### src/rtl/mem_ctrl_pkg.sv
// Shared types and constants for the MEM-stage data-memory access controller.
// Pure declarations: no latency, no flow control.
package mem_ctrl_pkg;

  typedef enum logic [1:0] {
    ST_IDLE,
    ST_BUSY,
    ST_DONE
  } state_e;

  localparam int DEFAULT_TIMEOUT = 255;

  // Load result returned when an access is aborted by timeout.
  localparam int unsigned TIMEOUT_RDATA = 0;

endpackage

### src/rtl/sat_counter.sv
// Saturating up-counter with synchronous clear; holds at all-ones instead of wrapping.
// Latency 1 cycle from inc_i to cnt_o; no backpressure.
module sat_counter #(
  parameter int W = 16
) (
  input  logic         clk,
  input  logic         rst_n,
  input  logic         inc_i,
  input  logic         clr_i,
  output logic [W-1:0] cnt_o
);

  logic [W-1:0] cnt_q, cnt_d;

  always_comb begin
    cnt_d = cnt_q;
    if (clr_i) begin
      cnt_d = '0;
    end else if (inc_i && (cnt_q != {W{1'b1}})) begin
      cnt_d = cnt_q + W'(1);
    end
  end

  always_ff @(posedge clk or negedge rst_n) begin
    if (!rst_n) cnt_q <= '0;
    else        cnt_q <= cnt_d;
  end

  assign cnt_o = cnt_q;

endmodule

### src/rtl/mem_access_ctrl.sv
// MEM-stage data-memory sequencer: IDLE -> BUSY (req held until ack/timeout) -> DONE, min 3 cycles.
// Backpressure: stall freezes the pipeline from the access cycle until the DONE cycle.
module mem_access_ctrl
  import mem_ctrl_pkg::*;
#(
  parameter int ADDR_W  = 32,
  parameter int DATA_W  = 32,
  parameter int TIMEOUT = DEFAULT_TIMEOUT,
  parameter int CNT_W   = 16
) (
  input  logic              clk,
  input  logic              rst,
  input  logic              memRead_in,
  input  logic              memWrite_in,
  input  logic [ADDR_W-1:0] addr_in,
  input  logic [DATA_W-1:0] wdata_in,
  output logic              mem_req,
  output logic              mem_we,
  output logic [ADDR_W-1:0] mem_addr,
  output logic [DATA_W-1:0] mem_wdata,
  input  logic              mem_ack,
  input  logic [DATA_W-1:0] mem_rdata,
  output logic              stall,
  output logic [DATA_W-1:0] rdata_out,
  output logic              rdata_valid,
  output logic              timeout_err,
  input  logic              err_clr,
  output logic [CNT_W-1:0]  stall_cnt
);

  localparam int TW = $clog2(TIMEOUT + 1);

  state_e            state_q, state_d;
  logic [TW-1:0]     timer_q, timer_d;
  logic              req_q, req_d;
  logic              we_q, we_d;
  logic [ADDR_W-1:0] addr_q, addr_d;
  logic [DATA_W-1:0] wdata_q, wdata_d;
  logic [DATA_W-1:0] rdata_q, rdata_d;
  logic              rvld_q, rvld_d;
  logic              terr_q, terr_d;
  logic              terr_set;
  logic              access;

  assign access = memRead_in | memWrite_in;

  always_comb begin
    state_d  = state_q;
    timer_d  = timer_q;
    req_d    = req_q;
    we_d     = we_q;
    addr_d   = addr_q;
    wdata_d  = wdata_q;
    rdata_d  = rdata_q;
    rvld_d   = 1'b0;
    terr_set = 1'b0;
    unique case (state_q)
      ST_IDLE: begin
        if (access) begin
          addr_d  = addr_in;
          wdata_d = wdata_in;
          we_d    = memWrite_in;
          timer_d = '0;
          req_d   = 1'b1;
          state_d = ST_BUSY;
        end
      end
      ST_BUSY: begin
        // An ack arriving on the final allowed cycle still completes normally.
        if (mem_ack) begin
          if (!we_q) rdata_d = mem_rdata;
          req_d   = 1'b0;
          rvld_d  = 1'b1;
          state_d = ST_DONE;
        end else if (timer_q == TW'(TIMEOUT - 1)) begin
          rdata_d  = DATA_W'(TIMEOUT_RDATA);
          terr_set = 1'b1;
          req_d    = 1'b0;
          rvld_d   = 1'b1;
          state_d  = ST_DONE;
        end else begin
          timer_d = timer_q + TW'(1);
        end
      end
      ST_DONE: state_d = ST_IDLE;
      default: state_d = ST_IDLE;
    endcase
    terr_d = terr_set ? 1'b1 : (err_clr ? 1'b0 : terr_q);
  end

  always_ff @(posedge clk or negedge rst) begin
    if (!rst) begin
      state_q <= ST_IDLE;
      timer_q <= '0;
      req_q   <= 1'b0;
      we_q    <= 1'b0;
      addr_q  <= '0;
      wdata_q <= '0;
      rdata_q <= '0;
      rvld_q  <= 1'b0;
      terr_q  <= 1'b0;
    end else begin
      state_q <= state_d;
      timer_q <= timer_d;
      req_q   <= req_d;
      we_q    <= we_d;
      addr_q  <= addr_d;
      wdata_q <= wdata_d;
      rdata_q <= rdata_d;
      rvld_q  <= rvld_d;
      terr_q  <= terr_d;
    end
  end

  assign stall = ((state_q == ST_IDLE) && access) || (state_q == ST_BUSY);

  sat_counter #(.W(CNT_W)) u_stall_cnt (
    .clk   (clk),
    .rst_n (rst),
    .inc_i (stall),
    .clr_i (1'b0),
    .cnt_o (stall_cnt)
  );

  assign mem_req     = req_q;
  assign mem_we      = we_q;
  assign mem_addr    = addr_q;
  assign mem_wdata   = wdata_q;
  assign rdata_out   = rdata_q;
  assign rdata_valid = rvld_q;
  assign timeout_err = terr_q;

endmodule

### config.mk
export PLATFORM = sky130hd
export DESIGN_NAME = mem_access_ctrl
export DESIGN_NICKNAME = d
export VERILOG_FILES = /design/src/rtl/mem_ctrl_pkg.sv /design/src/rtl/sat_counter.sv /design/src/rtl/mem_access_ctrl.sv
export SDC_FILE = /design/constraint.sdc
export NUM_CORES = 1
export LEC_CHECK = 0
export BUFFER_PORTS_ARGS = -buffer_cell sky130_fd_sc_hd__buf_2
export CAP_MARGIN = 10
export CORE_MARGIN = 2
export CORE_UTILIZATION = 38
export DETAILED_ROUTE_END_ITERATION = 10
export PLACE_DENSITY = 0.77
export SETUP_SLACK_MARGIN = 0.15
export SYNTH_ARGS = -nofsm -noshare
export SYNTH_HDL_FRONTEND = slang
export SYNTH_SLANG_ARGS = --single-unit
### constraint.sdc
create_clock -name clk -period 1.6 [get_ports clk]
set_clock_uncertainty 0.1 [all_clocks]
set_input_delay 0.16 -clock clk [delete_from_list [all_inputs] [get_ports clk]]
set_output_delay 0.16 -clock clk [all_outputs]
set_load 0.01 [all_outputs]
Word level (Yosys, flattened, before mapping)
Index checks and enable logic that the tools add are counted.
- register bits: 126
- input port bits: 102
- output and inout port bits: 117
- logic and storage cells: 55
- $add $sub $neg: 2
- eq/ne operators: 8
- multiplexer cells: 22
- bitwise operators: 1
- reductions and logical operators: 12
- operators by type and width (cell ; number):
    two-way mux 32 bit ; 3
    two-way mux 8 bit ; 3
    adder 16 x 1 -> 16 bit, second input constant ; 1
    != test 16 bit, second input constant ; 1
    one-hot mux 8 bit (2 select lines) ; 1
    two-way mux 1 bit ; 10
    adder 8 x 1 -> 8 bit, second input constant ; 1
    equality test 8 bit, second input constant ; 1
    != test 2 bit, second input constant ; 4
    two-way mux 2 bit ; 3
    AND reduction 3 bit ; 2
    nonzero test 2 bit ; 3
    one-hot mux 2 bit (2 select lines) ; 1
    AND reduction 2 bit ; 2
    AND reduction 4 bit ; 1
    != test 3 bit, second input constant ; 1
    equality test 2 x 1 -> 1 bit, second input constant ; 1
    logical AND 1 bit ; 2
    zero test 2 bit ; 1
    one-hot mux 1 bit (2 select lines) ; 1
    logical OR 1 bit ; 1
    bitwise OR 1 bit ; 1

Logic depth before layout (Yosys ltp)
Gate-level depths: netlist of the first run.
- depth after elaboration: 5
- mapped depth: 7
- gate-level depth less buffers: 6

Modules after synthesis
A second synthesis of the first run with hierarchy kept.
- cell total of the unflattened synthesis: 382
- area, all modules: 5158.7 um^2
- by module, submodules not included (module ; instances ; cells an instance ; area an instance (um^2) ; sequential area each (um^2)):
    mem_access_ctrl ; 1 ; 284 ; 4216.5 ; 2752.6
    sat_counter ; 1 ; 98 ; 942.2 ; 400.4

Worst setup path after synthesis of the first run
OpenSTA, ideal clock, no wires.
- kind: register -> register
- start: register u_stall_cnt.cnt_q[0], in the netlist u_stall_cnt.cnt_o[0]
- end: register u_stall_cnt.cnt_q[1], in the netlist u_stall_cnt.cnt_o[1]
- library setup time: 0.125 ns
- arrival time: 1.588 ns
- required time: 1.375 ns
- setup slack: -0.213 ns
- cell stages (with the launch flop): 6
- buffers on the path: 0
- period minus slack after synthesis: 1.813 ns
- cell sequence: dfrtp_1 -> ha_1 -> nand3_2 -> nor4_4 -> nor2_2 -> mux2_4
- cells in the longest elaborated chain, start to end: 2
- elaborated cells on any way between the ends: 3
- those cells by class: 1 x add/sub; 1 x eq/ne; 1 x reduce/logical
- RTL lines (item ; line ; source):
    start, declared ; sat_counter.sv:13 ; logic [W-1:0] cnt_q, cnt_d;
    start signal, assigned ; sat_counter.sv:26 ; else cnt_q <= cnt_d;
    parallel branches: the longest is 2 deep, another holds adder 16 x 1 -> 16 bit ; - ;
Parallel ways; which one is timed is not known.
A chain may end at the register's enable or synchronous reset.

Final worst setup path of the first run
- start: register state_q[0]
- end: output stall
- cells in the longest elaborated chain, start to end: 3
- elaborated cells on any way between the ends: 4
- those cells by class: 1 x eq/ne; 3 x reduce/logical
- RTL lines (item ; line ; source):
    start, declared ; mem_access_ctrl.sv:33 ; state_e state_q, state_d;
    start signal, assigned ; mem_access_ctrl.sv:103 ; state_q <= state_d;
    zero test 2 bit ; mem_access_ctrl.sv:115 ; assign stall = ((state_q == ST_IDLE) && access) || (state_q == ST_BUSY);
    logical AND 1 bit ; mem_access_ctrl.sv:115 ;
    logical OR 1 bit (*) ; mem_access_ctrl.sv:115 ;
    end, declared ; mem_access_ctrl.sv:23 ; output logic stall,
Every way passes the cells marked *; elsewhere a longest branch is shown, timed or not.

==> flow_summary.toml, run 1 <==
[critical_path]
crit_path_max_fanout = 4
ff2ff_path_depth = 4
reg2reg_slack_ps = -150
startpoint_type = "register"
crit_type = "register to primary output"
setup.worst_path.end_class = "primary output"
crit_path_frequent_cell = "buf_6"
regToRegStartpoint = "state_q[0]$_DFFE_PN0P_"
cpPeakStageDelay_ps = 450
r2r-end = "u_stall_cnt.cnt_o[15]$_DFFE_PN0P_"
path_delay_family = "flip-flops"
crit_required_ps = 1340
cp_cell_sequence = "nor3_2 > or2_4 > buf_6 > inv_2 > buf_6"
slowest_stage = "dfrtp_2"
arrival_ps = 1500
crit_buf_inv = 3

[run_status]
violations = "negative setup slack"
status = "complete, but fails checks"

[timing]
rsz0062_at_grt = "true"
tightest_slew_ps = 396
fin_crit_ps = 1760
setup_tns_ps = -9490
hold_viol_final = 0
fmax_mhz = 569
slew_headroom_pct = 73.6
maxSlewViolCount = 0
finalCritPeriodShare_pct = 110
hold_slack_ps = 44.1
layout_setup_ws_ps = -159
finalSetupViolCount = 120

[place]
dp_hpwl_mm = 9.39
place_ws_ps = -154
dpl-instance-area_um2 = 6770
gp_congestion = 0.811
port_buffers = 218
dp.cells = 779

[synth]
synth.distinct_cells = 48
avgSynthCellArea_um2 = 14.3
ys_ff_latch = 126
synth_edf_count = 0
async_flop_share_pct = 100
seq_area_frac_synth_pct = 61.7
ys.flop_type = "dfrtp_1"
synth_top_cell_by_area = "dfrtp_1"
synthCells = 357
synth_area_um2 = 5110
synth_fp_nets = 462
synth_warnings = 0
synth_top_area_share_pct = 61.7
synth_area_leaders = "dfrtp_1 62%, mux2_1 11%, a22o_1 5.8%, mux2_2 3.5%, o31ai_1 1.8%"

[pwr]
total_power_mw = 17.4
p_sw_mw = 5.74
ir_drop_mv = 1.12
switching_share_pct = 33.1
clockPowerShare_pct = 22.7
p_seq_share_pct = 31.8
p_leak_nw = 4.62
p_int_mw = 11.6
combPwrFrac_pct = 45.4
power_density_nw_per_um2 = 1850

[floorplanning]
fp.dieH_um = 120
dieArea_um2 = 14400
ios = 219
start_util_pct = 38.7
fp.dieW_um = 120
core_um2 = 13200
num_rows = 42

[global_route]
antenna_found_initial = 0
grt_start_max_net_pins = 57
grt_pass1_wl_mm = 26.5
grt_use_total_pct = 24.0
grt_overflow = 0
grt_pass1_vias = 5169

[routing]
num_vias = 4861
dr.first_iter.drc_count = 205
drc_errors = 0
wl_per_cell_um = 19.5
drt_pass1_iterations = 4
routed_wl_mm = 18.3
vias_per_cell = 5.17
ant_nets = 0

[finish]
mostFrequentLayoutCells = "216 x buf_2, 120 x dfrtp_1, 100 x dlygate4sd3_1"
fin_util_pct = 71.2
diodes = 0
drive_gt1_share_pct = 59.1
postLayoutCellArea_um2 = 9390
layout_commonest_cell = "buf_2"
syn2layout_area_growth_pct = 83.7
fillers = 849
stdcell_count = 941
nets = 860

[worst_hold_path]
hp-class = "input port to register"
hold_path_end = "state_q[1]$_DFFE_PN0P_"
holdPathStages = 3
min_from = "mem_ack"

[clock_tree]
clk_latency_ps = 410
clockBufferDepth = 2
cts_tree = "done"
numClockSinks = 126
clk_pin_slew_ps = 60
cts_max_level = 4
root_buffer = "clkbuf_16"
cts_buffers = 17

[flow_run]
maxCapViolations = 0
-- synthesized netlist by cell type, types with 2 or more instances --
cell	count
a21oi_1	4
a22o_1	34
a31oi_1	3
and3_1	4
buf_2	8
buf_6	5
clkbuf_1	6
dfrtp_1	126
ha_1	3
inv_1	4
mux2_1	51
mux2_2	16
nand2_1	4
nand2b_1	2
nand3_1	10
nand4_1	2
nand4_2	2
nor2_1	12
nor2b_1	2
nor3_1	5
nor3b_1	2
nor4_1	2
nor4_4	2
o21ai_0	3
o21ai_1	3
o21ba_2	2
o31ai_1	12
xnor2_1	2
xor2_1	7
-- layer usage --
layer	vias up	wire length, µm	track usage (%)
met5	-	0	0
met4	0	463	9.56
met3	46	934	5.42
met2	219	10100	44.3
met1	2471	6840	26.5
li1	2125	-	-
-- cell families after synthesis --
kind of cell | count (synthesis) | synth area share (%)
DFF | 126 | 61.7
muxes | 68 | 15.1
AOI/OAI and AO/OA | 67 | 10.5
and+or+nand+nor | 61 | 7.86
buffers and inverters | 23 | 2.62
xor gates and xnor gates | 9 | 1.54
adders and majority gates | 3 | 0.735
-- cell type report --
| type | count | area [µm²] | share of cell area [%] |
|---|---|---|---|
| Sequential cell | 126 | 3160 | 33.7 |
| Tap cell | 176 | 220 | 2.35 |
| Clock buffer | 23 | 498 | 5.31 |
| Clock inverter | 6 | 108 | 1.15 |
| Inverter | 4 | 15.0 | 0.160 |
| Multi-Input combinational cell | 208 | 2330 | 24.8 |
| Timing Repair Buffer | 398 | 3050 | 32.5 |
-- worst min-delay path, delay by kind of cell --
| family | cells | cell delay (ps) |
|---|---|---|
| and+or+nand+nor | 2 | 200 |
| buffers and inverters | 1 | 160 |
-- power groups by stage --
| stage | clock [mW] | sequential [mW] | combinational, mW |
|---|---|---|---|
| 2_1_floorplan | 0 | 6.05 | 2.35 |
| 3_3_place_gp | 0 | 5.30 | 5.32 |
| 3_5_place_dp | 0 | 5.40 | 5.49 |
| 4_1_cts | 4.01 | 5.42 | 7.18 |
| 5_1_grt | 4.16 | 5.67 | 8.34 |
| 6_report | 3.95 | 5.53 | 7.89 |
-- what timing repair did --
action,CTS,global route
resized for setup,87,45
cloned,5,7
setup endpoints to repair,121,123
pin swaps,11,14
endpoints found under the hold margin,224,0
buffers inserted,13,8
hold buffers,100,0
-- how the worst max path moves through the flow --
stage / startpoint / end / slack, ps / depth (start not counted)
floorplan: state_q[1]$_DFFE_PN0P_ / u_stall_cnt.cnt_o[15]$_DFFE_PN0P_ / -50 / 3
global placement: state_q[0]$_DFFE_PN0P_ / u_stall_cnt.cnt_o[15]$_DFFE_PN0P_ / -70 / 4
detailed placement: state_q[1]$_DFFE_PN0P_ / timer_q[6]$_DFFE_PN0P_ / -150 / 5
CTS: state_q[1]$_DFFE_PN0P_ / timer_q[6]$_DFFE_PN0P_ / -120 / 6
global route: state_q[0]$_DFFE_PN0P_ / stall / -230 / 5
finish: state_q[0]$_DFFE_PN0P_ / stall / -160 / 5
-- state kept, by name, summed over array words and instances (netlist names) --
register	cells
mem_addr	32
rdata_valid	1
timeout_err	1
mem_wdata	32
rdata_out	32
state_q	2
timer_q	8
u_stall_cnt.cnt_o	16
mem_req	1
mem_we	1
Note: power is estimated with default switching activity, not from simulation.
==> inputs of run 2 (changes only) <==
Settings changed: PLACE_DENSITY 0.77 to not set, PLACE_DENSITY_LB_ADDON set to 0.25.
==> flow_summary.toml, run 2 (synthesized netlist as in run 1, its figures left out) <==
[place]
place_ws_ps = -102
dp.cells = 784
gp_congestion = 0.835
port_buffers = 218
dp_hpwl_mm = 9.97

[critical_path]
cp_cell_sequence = "nor3_2 > buf_4 > or3b_4 > nor4b_4 > mux2_4"
crit_required_ps = 1790
crit_path_max_fanout = 5
setup.worst_path.end_class = "register"
startpoint_type = "register"
cpPeakStageDelay_ps = 430
slowest_stage = "or3b_4"
regToRegStartpoint = "state_q[0]$_DFFE_PN0P_"
crit_type = "register to register"
critPathLaunch = "state_q[0]$_DFFE_PN0P_"
arrival_ps = 2030

[timing]
setup_tns_ps = -12550
rsz0062_at_grt = "true"
finalCritPeriodShare_pct = 115
fmax_mhz = 542
layout_setup_ws_ps = -244
finalSetupViolCount = 112
hold_viol_final = 0
tightest_slew_ps = 483
fin_crit_ps = 1840
slew_headroom_pct = 67.8
maxSlewViolCount = 0

[finish]
stdcell_count = 965
syn2layout_area_growth_pct = 91.3
layout_commonest_cell = "buf_2"
drive_gt1_share_pct = 60.7
fillers = 800
nets = 881
mostFrequentLayoutCells = "216 x buf_2, 119 x dfrtp_1, 100 x dlygate4sd3_1"

[routing]
wl_per_cell_um = 20.5
dr.first_iter.drc_count = 346
ant_nets = 0
num_vias = 5001
vias_per_cell = 5.18
drt_pass1_iterations = 6
drc_errors = 0
routed_wl_mm = 19.7

[pwr]
p_seq_share_pct = 29.8
total_power_mw = 18.6
power_density_nw_per_um2 = 1900
clockPowerShare_pct = 22.5
p_int_mw = 12.4
switching_share_pct = 33.1
p_leak_nw = 4.85
combPwrFrac_pct = 47.7
ir_drop_mv = 0.936
p_sw_mw = 6.16

[clock_tree]
clockBufferDepth = 2
numClockSinks = 126
clk_latency_ps = 410
clk_pin_slew_ps = 50
cts_max_level = 4
cts_buffers = 17
cts_tree = "done"
root_buffer = "clkbuf_16"

[run_status]
violations = "negative setup slack"
status = "complete, but fails checks"

[floorplanning]
fp.dieW_um = 120
start_util_pct = 38.7
dieArea_um2 = 14400
ios = 219
core_um2 = 13200
num_rows = 42
fp.dieH_um = 120

[worst_hold_path]
min_from = "mem_ack"
hp-class = "input port to register"

[global_route]
grt_pass1_wl_mm = 25.9
grt_pass1_vias = 4948
antenna_found_initial = 1
grt_overflow = 0
grt_use_total_pct = 23.5
grt_start_max_net_pins = 52

[flow_run]
maxCapViolations = 0
run 2: layout make-up:
type	count	area [µm²]	area share, %
Inverter	4	15.0	0.154
Multi-Input combinational cell	208	2410	24.7
Clock buffer	20	447	4.57
Tap cell	176	220	2.25
Sequential cell	126	3160	32.3
Clock inverter	11	189	1.93
Antenna cell	1	2.50	0.0256
Timing Repair Buffer	419	3330	34.0
run 2: what timing repair did:
action                                 CTS  global route
hold buffers                           100             0
gates resized for setup                 53           107
buffers inserted                        15            18
setup endpoints to repair              121           124
cloned                                   7             9
endpoints found under the hold margin  224             0
pin swaps                               13            22
run 2: per-stage QoR:
step           util (%)  hold WS (ps)  cell area [µm²]
6_report           74.1          79.2             9780
4_1_cts            68.0          21.5             8970
3_5_place_dp       51.7          68.3             6820
2_1_floorplan         -          -236             5190
3_3_place_gp       51.7          70.5             6820
5_1_grt            74.1          73.2             9780
run 2: final timing paths:
check,to,slack [ps],cells past startpoint
setup / recovery,u_stall_cnt.cnt_o[15]$_DFFE_PN0P_,-240,5
hold / removal,state_q[1]$_DFFE_PN0P_,80,3
setup reg to reg,u_stall_cnt.cnt_o[15]$_DFFE_PN0P_,-240,5
hold reg to reg,rdata_out[24]$_DFFE_PN0P_,400,1
max in group asynchronous,rdata_out[27]$_DFFE_PN0P_,700,3
min in group asynchronous,mem_addr[3]$_DFFE_PN0P_,230,3
run 2: metal layers:
metal / track usage, % / vias up / routed length (µm)
met5: 0 / - / 0
met3: 6.18 / 53 / 1210
met4: 13.4 / 0 / 572
li1: - / 2172 / -
met2: 40.4 / 236 / 10200
met1: 26.4 / 2540 / 7730
run 2: critical path: cells and delay by family (launching register included):
kind                   cells  cell delay (ps)
AND/OR/NAND/NOR            3              760
flip-flops                 1              400
multiplexers               1              320
buffers and inverters      1              130
run 2: power by group through the flow:
| stage | combinational [mW] | sequential [mW] | clock, mW |
|---|---|---|---|
| 4_1_cts | 6.65 | 5.35 | 4.23 |
| 2_1_floorplan | 2.35 | 6.05 | 0 |
| 3_5_place_dp | 5.59 | 5.38 | 0 |
| 6_report | 8.88 | 5.55 | 4.18 |
| 5_1_grt | 9.32 | 5.70 | 4.38 |
| 3_3_place_gp | 5.48 | 5.29 | 0 |
==> inputs of run 3 (changes only) <==
==> constraint.sdc (replaced) <==
create_clock -name clk -period 1.6 [get_ports clk]
set_clock_uncertainty 0.1 [all_clocks]
set_input_delay 0.32 -clock clk [delete_from_list [all_inputs] [get_ports clk]]
set_output_delay 0.32 -clock clk [all_outputs]
set_load 0.01 [all_outputs]
==> flow_summary.toml, run 3 (synthesized netlist as in run 1, its figures left out) <==
[critical_path]
crit_required_ps = 1180
setup.worst_path.end_class = "primary output"
ff2ff_path_depth = 6
crit_path_max_fanout = 3
startpoint_type = "register"
critPathLaunch = "state_q[1]$_DFFE_PN0P_"
arrival_ps = 1370
r2r-end = "mem_addr[14]$_DFFE_PN0P_"
regToRegStartpoint = "state_q[1]$_DFFE_PN0P_"
endpoint = "stall"
reg2reg_slack_ps = -180
crit_type = "register to primary output"

[pwr]
p_leak_nw = 4.28
power_density_nw_per_um2 = 1990
ir_drop_mv = 0.946
total_power_mw = 17.1

[finish]
postLayoutCellArea_um2 = 8620
fillers = 986
drive_gt1_share_pct = 65.9
fin_util_pct = 65.3
syn2layout_area_growth_pct = 68.6
mostFrequentLayoutCells = "200 x buf_2, 117 x dfrtp_1, 59 x buf_4"
nets = 785
layout_commonest_cell = "buf_2"

[timing]
finalCritPeriodShare_pct = 112
rsz0062_at_grt = "true"
fin_crit_ps = 1790
finalSetupViolCount = 119
hold_viol_final = 0
setup_tns_ps = -11360
slew_headroom_pct = 79.2
tightest_slew_ps = 309
layout_setup_ws_ps = -188
fmax_mhz = 559
maxSlewViolCount = 0

[global_route]
grt_pass1_wl_mm = 23.5
grt_pass1_vias = 4532
grt_use_total_pct = 21.2
grt_start_max_net_pins = 42
grt_overflow = 0
antenna_found_initial = 2

[run_status]
violations = "negative setup slack"
status = "complete, but fails checks"

[flow_run]
maxCapViolations = 0

[place]
dpl-instance-area_um2 = 6840
dp_hpwl_mm = 9.93
port_buffers = 218
gp_congestion = 0.764
place_ws_ps = -154

[routing]
ant_nets = 0
vias_per_cell = 5.02
num_vias = 4373
drc_errors = 0
routed_wl_mm = 15.6
drt_pass1_iterations = 5
dr.first_iter.drc_count = 238
wl_per_cell_um = 17.9

[clock_tree]
cts_buffers = 17
cts_tree = "done"
clk_pin_slew_ps = 50
clockBufferDepth = 2
numClockSinks = 126
root_buffer = "clkbuf_16"
cts_max_level = 4
clk_latency_ps = 410

[floorplanning]
core_um2 = 13200
ios = 219
dieArea_um2 = 14400
start_util_pct = 38.7
fp.dieH_um = 120
fp.dieW_um = 120
num_rows = 42

[worst_hold_path]
hp-class = "input port to register"
[run 3: cell count changes in the layout (fill, tap and decap cells not counted), moves of 5 or more]
cell           change
buf_2             -16
buf_4              +5
buf_6             +23
dlygate4sd3_1     -99
mux2_1            +22
mux2_2            +11
mux2_4            -33
[run 3: layer usage]
| metal | global-route usage, % | wire [µm] | vias up |
|---|---|---|---|
| met2 | 37.1 | 8130 | 164 |
| met3 | 5.37 | 907 | 23 |
| met5 | 0 | 0 | - |
| met4 | 9.63 | 293 | 0 |
| met1 | 24.2 | 6260 | 2209 |
| li1 | - | - | 1977 |
[run 3: how the worst min path moves through the flow]
stage	from	slack, ps	to	cells after the start
global route	wdata_in[18]	6	mem_wdata[18]$_DFFE_PN0P_	2
detailed placement	rst	110	mem_addr[20]$_DFFE_PN0P_	1
floorplan	rst	-80	mem_addr[0]$_DFFE_PN0P_	0
finish	wdata_in[0]	20	mem_wdata[0]$_DFFE_PN0P_	2
global placement	rst	110	mem_addr[3]$_DFFE_PN0P_	1
CTS	wdata_in[3]	9	mem_wdata[3]$_DFFE_PN0P_	2
[run 3: report_power, final]
part / switching (mW) / leakage [nW] / total [mW] / internal [mW]
combinational: 3.32 / 2.45 / 7.63 / 4.30
clock: 1.36 / 0.304 / 4.09 / 2.73
sequential: 0.813 / 1.53 / 5.42 / 4.61
[run 3: area by class of cell]
type,instances,area [µm²],share of cell area (%)
Clock buffer,23,478,5.55
Clock inverter,9,158,1.83
Timing Repair Buffer,323,2330,27.0
Multi-Input combinational cell,208,2250,26.1
Antenna cell,2,5.00,0.0581
Inverter,4,15.0,0.174
Tap cell,176,220,2.56
Sequential cell,126,3160,36.7
[run 3: what timing repair did]
action,in CTS,in global routing
pin swaps,14,12
hold buffers,1,0
setup buffers,32,13
hold endpoints to repair,126,0
setup endpoints to repair,137,139
gates cloned,3,3
resized for setup,97,41
[run 3: worst max-delay path, cell delays in order (launching register included)]
cell and delay [ps]:
dfrtp_2 430, buf_6 130, or2_4 250, inv_2 60, buf_6 90
[run 3: stage by stage]
step / cells / hold WS, ps
2_1_floorplan: 357 / -75.6
3_3_place_gp: 785 / 114
3_5_place_dp: 785 / 111
4_1_cts: 853 / 8.79
5_1_grt: 871 / 6.20
6_report: 871 / 19.8
